### src/rtl/ps2_key_decoder.sv
// PS/2 set-2 key decoder: synchronizes the receiver's keycode/bit-count buses,
// detects completed bytes, decodes E0/F0 prefixes and drives a saturating duty setpoint.
module ps2_key_decoder #(
  parameter int DUTY_W      = 8,
  parameter int STEP        = 8,
  parameter int BIG_STEP    = 32,
  parameter int SETTLE_CYC  = 4,
  parameter int TIMEOUT_CYC = 100000
) (
  input  logic              clk_i,
  input  logic              arstn_i,
  input  logic [15:0]       keycode_i,
  input  logic [3:0]        cnt_i,
  output logic [DUTY_W-1:0] duty_o,
  output logic              key_valid_o,
  output logic [7:0]        key_code_o,
  output logic              key_ext_o,
  output logic              key_break_o
);

  localparam int SW = $clog2(SETTLE_CYC + 1);
  localparam int TW = $clog2(TIMEOUT_CYC + 1);

  localparam logic [1:0] ST_IDLE    = 2'd0;
  localparam logic [1:0] ST_EXT     = 2'd1;
  localparam logic [1:0] ST_BRK     = 2'd2;
  localparam logic [1:0] ST_EXT_BRK = 2'd3;

  localparam logic [DUTY_W:0] STEP_X     = (DUTY_W+1)'(STEP);
  localparam logic [DUTY_W:0] BIG_STEP_X = (DUTY_W+1)'(BIG_STEP);

  // Saturating add/subtract carried out one bit wider than the duty register.
  function automatic logic [DUTY_W-1:0] sat_add(input logic [DUTY_W-1:0] a, input logic [DUTY_W:0] b);
    logic [DUTY_W:0] s;
    s = {1'b0, a} + b;
    return s[DUTY_W] ? {DUTY_W{1'b1}} : s[DUTY_W-1:0];
  endfunction

  function automatic logic [DUTY_W-1:0] sat_sub(input logic [DUTY_W-1:0] a, input logic [DUTY_W:0] b);
    logic [DUTY_W:0] s;
    s = {1'b0, a} - b;
    return s[DUTY_W] ? {DUTY_W{1'b0}} : s[DUTY_W-1:0];
  endfunction

  logic [3:0]        cnt_s1_q, cnt_s2_q, cnt_prev_q, cnt_stb_q, cnt_stb_old_q;
  logic [7:0]        kc_s1_q, kc_s2_q;
  logic [SW-1:0]     settle_cnt_q, settle_cnt_d;
  logic              settle_busy_q, settle_busy_d;
  logic [7:0]        byte_q, byte_d;
  logic              byte_rdy_q, byte_rdy_d;
  logic [1:0]        state_q, state_d;
  logic [TW-1:0]     tmo_q, tmo_d;
  logic              emit_s, emit_ext_s, emit_brk_s;
  logic [DUTY_W-1:0] duty_q, duty_d;
  logic              key_valid_q;
  logic [7:0]        key_code_q;
  logic              key_ext_q, key_brk_q;
  logic              byte_end_s;
  logic              unused_kc_hi_s;

  assign unused_kc_hi_s = ^keycode_i[15:8];
  assign byte_end_s     = (cnt_stb_q == 4'd0) && (cnt_stb_old_q == 4'd10);

  // Synchronizers plus a two-sample agreement filter on the bit counter.
  always_ff @(posedge clk_i or negedge arstn_i) begin
    if (!arstn_i) begin
      cnt_s1_q      <= 4'd0;
      cnt_s2_q      <= 4'd0;
      cnt_prev_q    <= 4'd0;
      cnt_stb_q     <= 4'd0;
      cnt_stb_old_q <= 4'd0;
      kc_s1_q       <= 8'd0;
      kc_s2_q       <= 8'd0;
    end else begin
      cnt_s1_q      <= cnt_i;
      cnt_s2_q      <= cnt_s1_q;
      cnt_prev_q    <= cnt_s2_q;
      cnt_stb_q     <= (cnt_s2_q == cnt_prev_q) ? cnt_s2_q : cnt_stb_q;
      cnt_stb_old_q <= cnt_stb_q;
      kc_s1_q       <= keycode_i[7:0];
      kc_s2_q       <= kc_s1_q;
    end
  end

  always_comb begin
    settle_cnt_d  = settle_cnt_q;
    settle_busy_d = settle_busy_q;
    byte_d        = byte_q;
    byte_rdy_d    = 1'b0;
    if (byte_end_s) begin
      settle_cnt_d  = SW'(SETTLE_CYC);
      settle_busy_d = 1'b1;
    end else if (settle_busy_q) begin
      if (settle_cnt_q == SW'(1)) begin
        settle_cnt_d  = SW'(0);
        settle_busy_d = 1'b0;
        byte_rdy_d    = 1'b1;
        byte_d        = kc_s2_q;
      end else begin
        settle_cnt_d = settle_cnt_q - SW'(1);
      end
    end else begin
      settle_cnt_d = SW'(0);
    end
  end

  // Prefix FSM; the timeout only runs while a prefix is pending.
  always_comb begin
    state_d    = state_q;
    tmo_d      = tmo_q;
    emit_s     = 1'b0;
    emit_ext_s = 1'b0;
    emit_brk_s = 1'b0;
    if (byte_rdy_q) begin
      tmo_d = TW'(0);
      case (state_q)
        ST_IDLE: begin
          if (byte_q == 8'hE0)      state_d = ST_EXT;
          else if (byte_q == 8'hF0) state_d = ST_BRK;
          else                      emit_s  = 1'b1;
        end
        ST_EXT: begin
          if (byte_q == 8'hF0)      state_d = ST_EXT_BRK;
          else if (byte_q == 8'hE0) state_d = ST_EXT;
          else begin
            emit_s     = 1'b1;
            emit_ext_s = 1'b1;
            state_d    = ST_IDLE;
          end
        end
        ST_BRK: begin
          if ((byte_q == 8'hE0) || (byte_q == 8'hF0)) state_d = ST_BRK;
          else begin
            emit_s     = 1'b1;
            emit_brk_s = 1'b1;
            state_d    = ST_IDLE;
          end
        end
        ST_EXT_BRK: begin
          if ((byte_q == 8'hE0) || (byte_q == 8'hF0)) state_d = ST_EXT_BRK;
          else begin
            emit_s     = 1'b1;
            emit_ext_s = 1'b1;
            emit_brk_s = 1'b1;
            state_d    = ST_IDLE;
          end
        end
        default: state_d = ST_IDLE;
      endcase
    end else if (state_q != ST_IDLE) begin
      if (tmo_q == TW'(TIMEOUT_CYC - 1)) begin
        state_d = ST_IDLE;
        tmo_d   = TW'(0);
      end else begin
        tmo_d = tmo_q + TW'(1);
      end
    end else begin
      tmo_d = TW'(0);
    end
  end

  always_comb begin
    duty_d = duty_q;
    if (emit_s && !emit_brk_s) begin
      case ({emit_ext_s, byte_q})
        9'h175:  duty_d = sat_add(duty_q, STEP_X);
        9'h172:  duty_d = sat_sub(duty_q, STEP_X);
        9'h17D:  duty_d = sat_add(duty_q, BIG_STEP_X);
        9'h17A:  duty_d = sat_sub(duty_q, BIG_STEP_X);
        9'h045:  duty_d = {DUTY_W{1'b0}};
        9'h046:  duty_d = {DUTY_W{1'b1}};
        default: duty_d = duty_q;
      endcase
    end else begin
      duty_d = duty_q;
    end
  end

  always_ff @(posedge clk_i or negedge arstn_i) begin
    if (!arstn_i) begin
      settle_cnt_q  <= SW'(0);
      settle_busy_q <= 1'b0;
      byte_q        <= 8'd0;
      byte_rdy_q    <= 1'b0;
      state_q       <= ST_IDLE;
      tmo_q         <= TW'(0);
      duty_q        <= {DUTY_W{1'b0}};
      key_valid_q   <= 1'b0;
      key_code_q    <= 8'd0;
      key_ext_q     <= 1'b0;
      key_brk_q     <= 1'b0;
    end else begin
      settle_cnt_q  <= settle_cnt_d;
      settle_busy_q <= settle_busy_d;
      byte_q        <= byte_d;
      byte_rdy_q    <= byte_rdy_d;
      state_q       <= state_d;
      tmo_q         <= tmo_d;
      duty_q        <= duty_d;
      key_valid_q   <= emit_s;
      if (emit_s) begin
        key_code_q <= byte_q;
        key_ext_q  <= emit_ext_s;
        key_brk_q  <= emit_brk_s;
      end
    end
  end

  assign duty_o      = duty_q;
  assign key_valid_o = key_valid_q;
  assign key_code_o  = key_code_q;
  assign key_ext_o   = key_ext_q;
  assign key_break_o = key_brk_q;

endmodule

### config.mk
export PLATFORM = sky130hd
export DESIGN_NAME = ps2_key_decoder
export DESIGN_NICKNAME = d
export VERILOG_FILES = /design/src/rtl/ps2_key_decoder.sv
export SDC_FILE = /design/constraint.sdc
export NUM_CORES = 1
export LEC_CHECK = 0
export BUFFER_PORTS_ARGS = -buffer_cell sky130_fd_sc_hd__buf_4
export CAP_MARGIN = 20
export CORE_MARGIN = 3
export CORE_UTILIZATION = 30
export DETAILED_ROUTE_END_ITERATION = 16
export GPL_ROUTABILITY_DRIVEN = 0
export GPL_TIMING_DRIVEN = 0
export PLACE_DENSITY_LB_ADDON = 0.25
export SKIP_CTS_REPAIR_TIMING = 1
export SLEW_MARGIN = 0
export SYNTH_ARGS = -nofsm -noshare
export SYNTH_HDL_FRONTEND = slang
export SYNTH_SLANG_ARGS = --single-unit
### constraint.sdc
create_clock -name clk_i -period 2.7 [get_ports clk_i]
set_input_delay 0.27 -clock clk_i [delete_from_list [all_inputs] [get_ports clk_i]]
set_output_delay 0.27 -clock clk_i [all_outputs]
set_load 0.05 [all_outputs]
# Yosys cells after proc, flatten, opt, wreduce, memory -nomap -nowiden
# Cells that the tools add are included.
# Widths: inputs -> output; s select.
dict set report totals {
  out_inout_bits 19
  register_bits 87
  latch_bits 0
  word_cells 93
  ram_bits 0
  inputBits 22
  romBits 0
  mem_count 0
}
dict set report op_classes {
  n_mux 38
  bitwise_logic 1
  magnitude_cmp 0
  reduce_logical 14
  div_mod_pow 0
  eq_ne 16
  add_sub_neg 6
  multipliers 0
  shift 0
}
# op count
set ops {}
lappend ops {{$mux 17} 3}
lappend ops {{$pmux 8 s6} 1}
lappend ops {{$eq 9x9->1 const B} 4}
lappend ops {{$mux 8} 4}
lappend ops {{$eq 9x7->1 const B} 2}
lappend ops {{$add 17x1->17 const B} 1}
lappend ops {{$eq 17x17->1 const B} 1}
lappend ops {{$eq 8x8->1 const B} 2}
lappend ops {{$mux 1} 16}
lappend ops {{$mux 2} 8}
lappend ops {{$add 8x4->9 const B} 1}
lappend ops {{$add 8x6->9 const B} 1}
lappend ops {{$mux 3} 3}
lappend ops {{$sub 8x4->9 const B} 1}
lappend ops {{$sub 8x6->9 const B} 1}
lappend ops {{$pmux 2 s4} 1}
lappend ops {{$reduce_and 3->1} 2}
lappend ops {{$reduce_bool 2->1} 3}
lappend ops {{$reduce_bool 6->1} 1}
lappend ops {{$eq 2x2->1 const B} 2}
lappend ops {{$eq 4x4->1} 1}
lappend ops {{$eq 4x4->1 const B} 1}
lappend ops {{$logic_not 4->1} 1}
lappend ops {{$ne 4x4->1 const B} 1}
lappend ops {{12 further kinds} 13}

# Logic depth before layout (Yosys ltp)
# Gate-level depths: netlist of run 1.
dict set report logic_depth {
  depth_word 8
  depth_mapped 8
  mapped_depth_nobuf 7
}

# Worst setup path before layout of run 1
# OpenSTA, ideal clock, no wires.
dict set report synth_timing {
  kind {reg2reg}
  startpoint {register duty_q[5], in the netlist duty_o[5]}
  endpoint {register duty_q[6], in the netlist duty_o[6]}
  arrival_ps 2006
  setup_slack_ps 616
  path_buffers 1
  period_less_slack_ps 2084
  stages_incl_launch_ff 9
  required_time_ps 2622
  setup_ps 78
  cell_sequence {dfrtp_1 -> buf_2 -> inv_1 -> ha_1 -> o32ai_1 -> nand3_1 -> a21oi_1 -> o22ai_1 -> a21oi_1}
}
dict set report synth_via {
  elab_chain_len 3
  word_cells_on_any_way 9
  cone_classes {4 x add/sub; 5 x mux}
}
# element line
set synth_rtl {}
lappend synth_rtl {{start, declared} 54} ;# logic [DUTY_W-1:0] duty_q, duty_d;
lappend synth_rtl {{start signal, assigned} 187} ;# duty_q <= {DUTY_W{1'b0}};
lappend synth_rtl {{start signal, assigned} 199} ;# duty_q <= duty_d;
lappend synth_rtl {{$sub 8x6->9 (tied with other cells)} 41} ;# s = {1'b0, a} - b;
lappend synth_rtl {{$mux 8 (on tied branches)} {42, 36}}
lappend synth_rtl {{$pmux 8 s6 *} 165} ;# case ({emit_ext_s, byte_q})
# Mark *: on every way between the ends. The rest lies on a longest branch, timed or not.
# A chain may end at the register's enable or synchronous reset.

# Final worst setup path of run 1
dict set report layout_timing {
  startpoint {register byte_q[2]}
  endpoint {register duty_q[1], in the netlist duty_o[1]}
}
dict set report layout_via {
  elab_chain_len 8
  word_cells_on_any_way 25
  cone_classes {8 x eq/ne; 12 x mux; 5 x reduce/logical}
}
# element line
set layout_rtl {}
lappend layout_rtl {{start, declared} 49} ;# logic [7:0] byte_q, byte_d;
lappend layout_rtl {{start signal, assigned} 195} ;# byte_q <= byte_d;
lappend layout_rtl {{$eq 8x8->1 (on tied branches)} n/a}
lappend layout_rtl {{$mux 1 or $logic_or 1x1->1 (tied branches)} {124, 132, 140}}
lappend layout_rtl {{$mux 1 (on tied branches)} {123, 132, 140}}
lappend layout_rtl {{$pmux 1 s2 or $mux 1 (tied branches)} n/a}
lappend layout_rtl {{$mux 1} 114} ;# if (byte_rdy_q) begin
lappend layout_rtl {{$eq 9x7->1 (tied with other cells)} 165}
lappend layout_rtl {{$reduce_bool 6->1 (no source line) or $logic_and 1x1->1 (tied branches)} n/a}
lappend layout_rtl {{$reduce_and 2->1 (no source line)} n/a}
# Parallel ways exist; a longest one is shown, timed or not.

==> results.md, run 1 <==
* CP Capture Type: register
* Die Ht at 118 um
* Max cap viols at 0
* Row count at 40
* Seq cells post-synth at 85
* Remaining DRCs at 0
* Skew final at 0.00854 ns
* Post-synth EDFFs at 0
* Die Width at 118 um
* DP HPWL at 4850 um
* P_sw at 0.844 mW
* Combinational share of power at 13.3%
* Sequential area share after synthesis at 56.6%
* Gate Count Post-Synth at 335
* Routed Antenna Nets at 0
* Drt wl/cell at 12.8 um
* Synthesis-to-layout area growth at 20.2%
* Clock buffer depth at 2
* Initial core utilization at 31.0%
* Min-Delay Path Depth at 1
* Worst Path Required at 2.91 ns
* TritonRoute pass-1 iters at 4
* Fmax at 0.486 GHz
* Clk_lat worst skew at 0.34 ns
* Most common flop cell mapped by yosys: dfrtp_1
* DR iter-0 viols at 105
* Pwr per Cell Area at 673 mW/mm2
* CP max stage delay at 0.53 ns
* Mapped Avg Cell Area at 11.2 um2
* Crit-path most repeated cell: nor2_1
* Largest net degree at the start of global routing at 86
* Port bufs at 32
* Internal at 2.20 mW
* FFs w/ async S/R, synth at 100%
* Area of the multi-input gates at 0.00151 mm2
* Number of CTS-inserted buffers at 9
* Fin crit period at 2.06 ns
* Clk pwr share at 37.3%
* Total design power at 3.04 mW
* Sequential Area at 0.00213 mm2
* Count of final max-slew check failures at 0
* H-tree depth at 3
* Reg2Reg Depth at 6
* Share of cells above drive strength 1 at 22.1%
* CTS tree: built
* Distinct cells, synth at 62
* DIE AREA at 0.0139 mm2
* Max-slew headroom at 50.6%
* Clock net sink count at 85
* RSZ-0062 raised after global routing: no
* Layout net count at 409
* Vias in the first global route at 2,526
* Global route total overflow at 0
* Switching share of power at 27.8%
* Final setup vio count at 0
* Vias at 2,561
* Max Fanout on Critical Path at 9
* YS warnings at 0
* CP cell instances: nand4b_1, o41ai_2, nor2_1, nand3_2, nor2_1, mux2_1
* Ant. Diodes at 0
* First-pass GRT wire length at 12,000 um
* CTS clk-pin slew, worst paths at 0.07 ns
* Final hold vios at 0
* Mean number of vias per cell at 4.64
* Status: complete, no violations
* Ports at 41
* Data arrival, critical path at 2.27 ns
* Fillers at 1,201
* Slowest CP cell: dfrtp_1
* Max VDD drop at 0.379 mV
* Worst hold path type: in -> reg
* Core area at 0.0121 mm2
* Least-Margin Pin Slew at 0.735 ns
* TNS Setup at 0 ns
* Final worst-path cycle share at 76.2%
* Initial antenna violation count at 0
* Leakage at 1.97 nW
* Crit Path Category: reg -> reg
* Root Driver: clkbuf_16
* Routed WL at 7070 um
* Reg power frac at 49.3%
* Total track usage at 10.5%
* Syn_nets at 364
* Startpoint Class: register
* Synthesized cell area at 0.00376 mm2
-- registers in the layout, summed over array words and instances (netlist names) --
register       flops
tmo_q             17
byte_q             8
kc_s1_q            8
kc_s2_q            8
key_code_o         8
duty_o             6
cnt_prev_q         4
cnt_s1_q           4
cnt_s2_q           4
cnt_stb_old_q      4
cnt_stb_q          4
settle_cnt_q       3
state_q            2
byte_rdy_q         1
key_break_o        1
key_ext_o          1
key_valid_o        1
settle_busy_q      1
-- power by group through the flow --
stage          clock network, mW  registers (mW)  logic (mW)
6_report                    1.13            1.50       0.405
3_5_place_dp                   0            1.53       0.404
4_1_cts                     1.18            1.50       0.407
5_1_grt                     1.24            1.52       0.448
2_1_floorplan                  0            1.58       0.201
3_3_place_gp                   0            1.52       0.397
-- through the flow --
step | hold slack [ns] | util (%) | instance area (um2) | setup WS (ns) | cells
after floorplan | -0.0256 | - | 3760 | 0.616 | 335
after global placement | 0.334 | 34.8 | 4210 | 0.679 | 535
after detailed placement | 0.337 | 34.8 | 4210 | 0.651 | 535
after CTS | 0.0209 | 37.0 | 4480 | 0.639 | 550
after global routing | 0.0178 | 37.3 | 4520 | 0.449 | 552
final | 0.0340 | 37.3 | 4520 | 0.643 | 552
-- cells in the mapped netlist (2+ instances only) --
cell | instances | area [um2]
buf_4 | 3 | 22.5
and2_1 | 2 | 12.5
buf_2 | 4 | 20.0
clkbuf_1 | 3 | 11.3
o21ai_0 | 11 | 55.1
xor2_1 | 14 | 123
ha_1 | 7 | 87.6
dfrtp_1 | 85 | 2130
mux2_2 | 13 | 146
inv_1 | 15 | 56.3
nor4_1 | 3 | 18.8
o31ai_1 | 3 | 22.5
o22ai_2 | 2 | 25.0
nand4b_1 | 2 | 17.5
and3b_1 | 2 | 17.5
nor3_1 | 9 | 45.0
nand4_1 | 3 | 18.8
a21oi_1 | 11 | 55.1
xnor2_1 | 6 | 52.6
nand3b_1 | 2 | 15.0
a22oi_1 | 3 | 22.5
o22ai_1 | 4 | 25.0
and3_1 | 3 | 18.8
nand2_1 | 43 | 161
nand2b_1 | 2 | 12.5
nor2_1 | 29 | 109
a21o_1 | 2 | 15.0
nand3_1 | 12 | 60.1
or3_1 | 4 | 25.0
-- kinds of logic after synthesis --
kind of cell             share of synthesized area, %
AO/OA/AOI/OAI                                    10.7
adder cells (fa/ha/maj)                          2.33
flip-flops                                       56.6
buffers and inverters                            3.23
XOR/XNOR                                         4.66
multiplexers                                     4.46
AND/OR/NAND/NOR                                  18.0
-- cell type report --
cell class              instances  share of cell area [%]
inverters                      15                    1.25
plain buffers                  11                    1.44
clock buffers                   9                    4.98
flip-flops and latches         85                    47.1
clock inverters                 6                    1.02
multi-input cells             224                    33.4
repair buffers                 34                    6.15
well taps                     168                    4.65
-- cell usage in the layout, fill, tap and decap left out, types with 4 or more instances in the layout --
master	n
a21oi_1	11
buf_2	4
buf_4	35
clkbuf_16	9
dfrtp_1	85
ha_1	7
inv_1	15
mux2_2	13
nand2_1	43
nand3_1	12
nor2_1	29
nor3_1	9
o21ai_0	11
o22ai_1	4
or3_1	4
xnor2_1	6
xor2_1	14
-- final timing paths --
path | startpoint | to | slack (ns)
worst max-delay path | byte_q[2] | duty_o[1] | 0.64
worst min-delay path | cnt_i[3] | cnt_s1_q[3] | 0.03
worst max register to register | byte_q[2] | duty_o[1] | 0.64
worst min register to register | kc_s1_q[6] | kc_s2_q[6] | 0.34
max in group asynchronous | arstn_i | key_code_o[1] | 1.69
min in group asynchronous | arstn_i | cnt_s1_q[3] | 0.41
-- critical path, delay by kind of cell (launching register included) --
family	cells	cell delay, ns
AOI/OAI and AO/OA	1	0.10
muxes	1	0.33
DFF	1	0.53
and+or+nand+nor	4	0.98
-- routing by layer --
| metal | global-route usage (%) | vias up | wire length (um) | share of wire, % |
|---|---|---|---|---|
| li1 | - | 1257 | - | - |
| met1 | 13.6 | 1232 | 3330 | 47 |
| met2 | 16.5 | 60 | 3260 | 46 |
| met3 | 3.41 | 12 | 357 | 5.1 |
| met4 | 3.74 | 0 | 112 | 1.6 |
| met5 | 0 | - | 0 | 0 |
(Power assumes the default switching activity.)
==> run 2: changes to the inputs <==
--- a/config.mk
+++ b/config.mk
@@ -5,6 +5,7 @@
 export SDC_FILE = /design/constraint.sdc
 export NUM_CORES = 1
 export LEC_CHECK = 0
+export ABC_AREA = 1
 export BUFFER_PORTS_ARGS = -buffer_cell sky130_fd_sc_hd__buf_4
 export CAP_MARGIN = 20
 export CORE_MARGIN = 3
==> constraint.sdc (replaced) <==
create_clock -name clk_i -period 2.1 [get_ports clk_i]
set_input_delay 0.21 -clock clk_i [delete_from_list [all_inputs] [get_ports clk_i]]
set_output_delay 0.21 -clock clk_i [all_outputs]
set_load 0.05 [all_outputs]
==> run 2 against run 1 <==
Compared with the run above:
- sequential cell count did not move
- clock skew is essentially flat
- final cell count increased by 16%
- combinational power increased by 40%
- clock-buffer cell count unchanged
- routed wire length up 4.1%
- critical path type unchanged
- sequential power increased by 28%
- utilization increased by 2.0 points
==> results.md, run 2 <==
* Syn_nets at 436
* Most common cell in the netlist: nand2_1
* Mux contribution to synthesized area at 1.42%
* Total track usage at 10.7%
* Clock net sink count at 85
* Post-synthesis adder-cell area fraction at 2.26%
* CP Capture Type: register
* Core area at 0.0123 mm2
* Distinct cells, synth at 41
* Most common cell after layout, fill and taps aside: nand2_1
* Routed Antenna Nets at 0
* Share of the synthesized area in the top cell type at 54.9%
* Crit Reg-Reg Endpoint: duty_o[7]
* FFs w/ async S/R, synth at 100%
* Final Core Density at 39.3%
* Reg2Reg Depth at 10
* Seq cells post-synth at 85
* Fin crit period at 1.92 ns
* Wire length on met3 at 315 um
* Gate Count Post-Synth at 407
* Top reg by flops: tmo_q
* Skew final at 0.00879 ns
* Synthesis-to-layout area growth at 25.1%
* DP HPWL at 5270 um
* Count of final max-slew check failures at 0
* Row count at 40
* Worst Path Required at 2.33 ns
* Number of CTS-inserted buffers at 9
* Mean number of vias per cell at 4.54
* Data arrival, critical path at 2.15 ns
* Max-slew headroom at 70.0%
* DIE AREA at 0.0143 mm2
* Post-synth top cells: nand2_1, dfrtp_1, nor2_1
* DR iter-0 viols at 159
* R2R Setup Slk at 0.18 ns
* First-pass GRT wire length at 12,500 um
* Hold Slack at 0.260 ns
* Pwr per Cell Area at 841 mW/mm2
* Most frequent cells in the layout: nand2_1, dfrtp_1, nor2_1, buf_4, inv_1
* H-tree depth at 3
* Final worst-path cycle share at 91.6%
* Initial core utilization at 31.4%
* Vias at 2,911
* Cell accounting for the most synthesized area: dfrtp_1
* Startpoint Class: register
* Layout net count at 497
* Die Width at 120 um
* Post-synth EDFFs at 0
* Most common flop cell mapped by yosys: dfrtp_1
* Leakage at 2.30 nW
* Fmax at 0.520 GHz
* CTS tree: built
* M1 WL at 3450 um
* Max cap viols at 0
* Ports at 41
* Largest net degree at the start of global routing at 86
* Worst R2R Start: duty_o[5]
* Share of cells above drive strength 1 at 21.8%
* Mapped Avg Cell Area at 9.51 um2
* Least-Margin Pin Slew at 0.450 ns
* Clock buffer depth at 2
* Final setup vio count at 0
* Final hold vios at 0
* Routed WL at 7360 um
* Vias in the first global route at 2,728
* Simple-gate share of the synthesized area at 24.9%
* Sequential area share after synthesis at 54.9%
* Global route total overflow at 0
* Synthesized cell area at 0.00387 mm2
* Clk_lat worst skew at 0.34 ns
* Max VDD drop at 0.436 mV
* Max reg flops at 17
* TritonRoute pass-1 iters at 4
* Status: complete, no violations
* Remaining DRCs at 0
* Post-synthesis compound-gate area fraction at 7.53%
* Drt wl/cell at 11.5 um
* XOR/XNOR Fraction of Synth Area at 3.17%
* Top cells by area, synth: dfrtp_1, nand2_1, nor2_1
* Die Ht at 120 um
* Root Driver: clkbuf_16
* Max Fanout on Critical Path at 8
* Initial antenna violation count at 0
* Worst hold path type: in -> async
* Top routing layer in use: met4
* Largest family of logic cells by synthesized area: simple AND/OR/NAND/NOR gates
* Met2 WL at 3490 um
* Ant. Diodes at 0
* YS warnings at 0
* CTS clk-pin slew, worst paths at 0.07 ns
* Crit Path Category: reg -> reg
* Port bufs at 32
run 2: changes by cell type after synthesis, moves of 4 or more:
cell / before / now
nor2_2: 0 / 9
inv_2: 0 / 8
mux2_2: 13 / 4
nor2_1: 29 / 43
buf_2: 4 / 0
o21ai_0: 11 / 22
or3_1: 4 / 0
inv_1: 15 / 34
nand4_1: 3 / 10
o22ai_1: 4 / 0
xor2_1: 14 / 8
nand2_1: 43 / 88
nand3_1: 12 / 22
run 2: per-stage QoR:
stage                     setup TNS (ns)  cell area, um2  instances  setup slack [ns]  power (mW)
after global placement                 0            4320        607            0.0207        2.49
after CTS                        -0.0316            4640        623           -0.0316        4.11
after global routing             -0.0189            4840        641           -0.0189        4.28
after floorplan                        0            3870        407             0.138        2.31
final                                  0            4840        641             0.176        4.07
after detailed placement         -0.0206            4320        607           -0.0206        2.51
run 2: logic make-up after synthesis:
kind of cell	after synthesis
flip-flops	85
adder cells (fa/ha/maj)	7
buffers and inverters	52
XOR/XNOR	14
AO/OA/AOI/OAI	47
AND/OR/NAND/NOR	197
multiplexers	5
run 2: how the worst max path moves through the flow:
stage / from / endpoint / slack [ns] / cells past startpoint
2_1_floorplan: duty_o[5] / duty_o[7] / 0.14 / 10
3_3_place_gp: tmo_q[0] / tmo_q[12] / 0.02 / 9
3_5_place_dp: tmo_q[0] / tmo_q[12] / -0.02 / 9
4_1_cts: tmo_q[0] / tmo_q[12] / -0.03 / 9
5_1_grt: tmo_q[0] / tmo_q[16] / -0.02 / 13
6_report: duty_o[5] / duty_o[7] / 0.18 / 10
run 2: per-layer routing:
layer  global-route usage (%)  vias to the layer above
met1                     13.4                     1398
met3                     3.16                        8
li1                         -                     1443
met2                     17.7                       62
met4                     3.51                        0
met5                        0                        -
run 2: where the power goes:
group | switching [mW] | internal, mW | leakage [nW]
clock | 0.729 | 0.852 | 0.152
combinational | 0.365 | 0.203 | 1.05
sequential | 0.111 | 1.81 | 1.10
total | 1.20 | 2.87 | 2.30
run 2: worst max-delay path, stage by stage, from the launching register on:
cell and delay [ns]:
dfrtp_1 0.37, clkbuf_1 0.32, inv_1 0.16, ha_1 0.24, xor2_1 0.15, mux2i_1 0.17
nor3_1 0.07, nor2_1 0.14, nand2_1 0.07, nand2_1 0.06, nand2_1 0.05
run 2: area by class of cell:
class                           instances  area, um2
Tap cell                              168        210
Buffer                                  7       50.0
Fill cell                            1265       7470
Timing Repair Buffer                   50        428
Multi-Input combinational cell        270       1540
Sequential cell                        85       2130
Clock buffer                            9        225
Inverter                               45        175
Clock inverter                          7       91.3
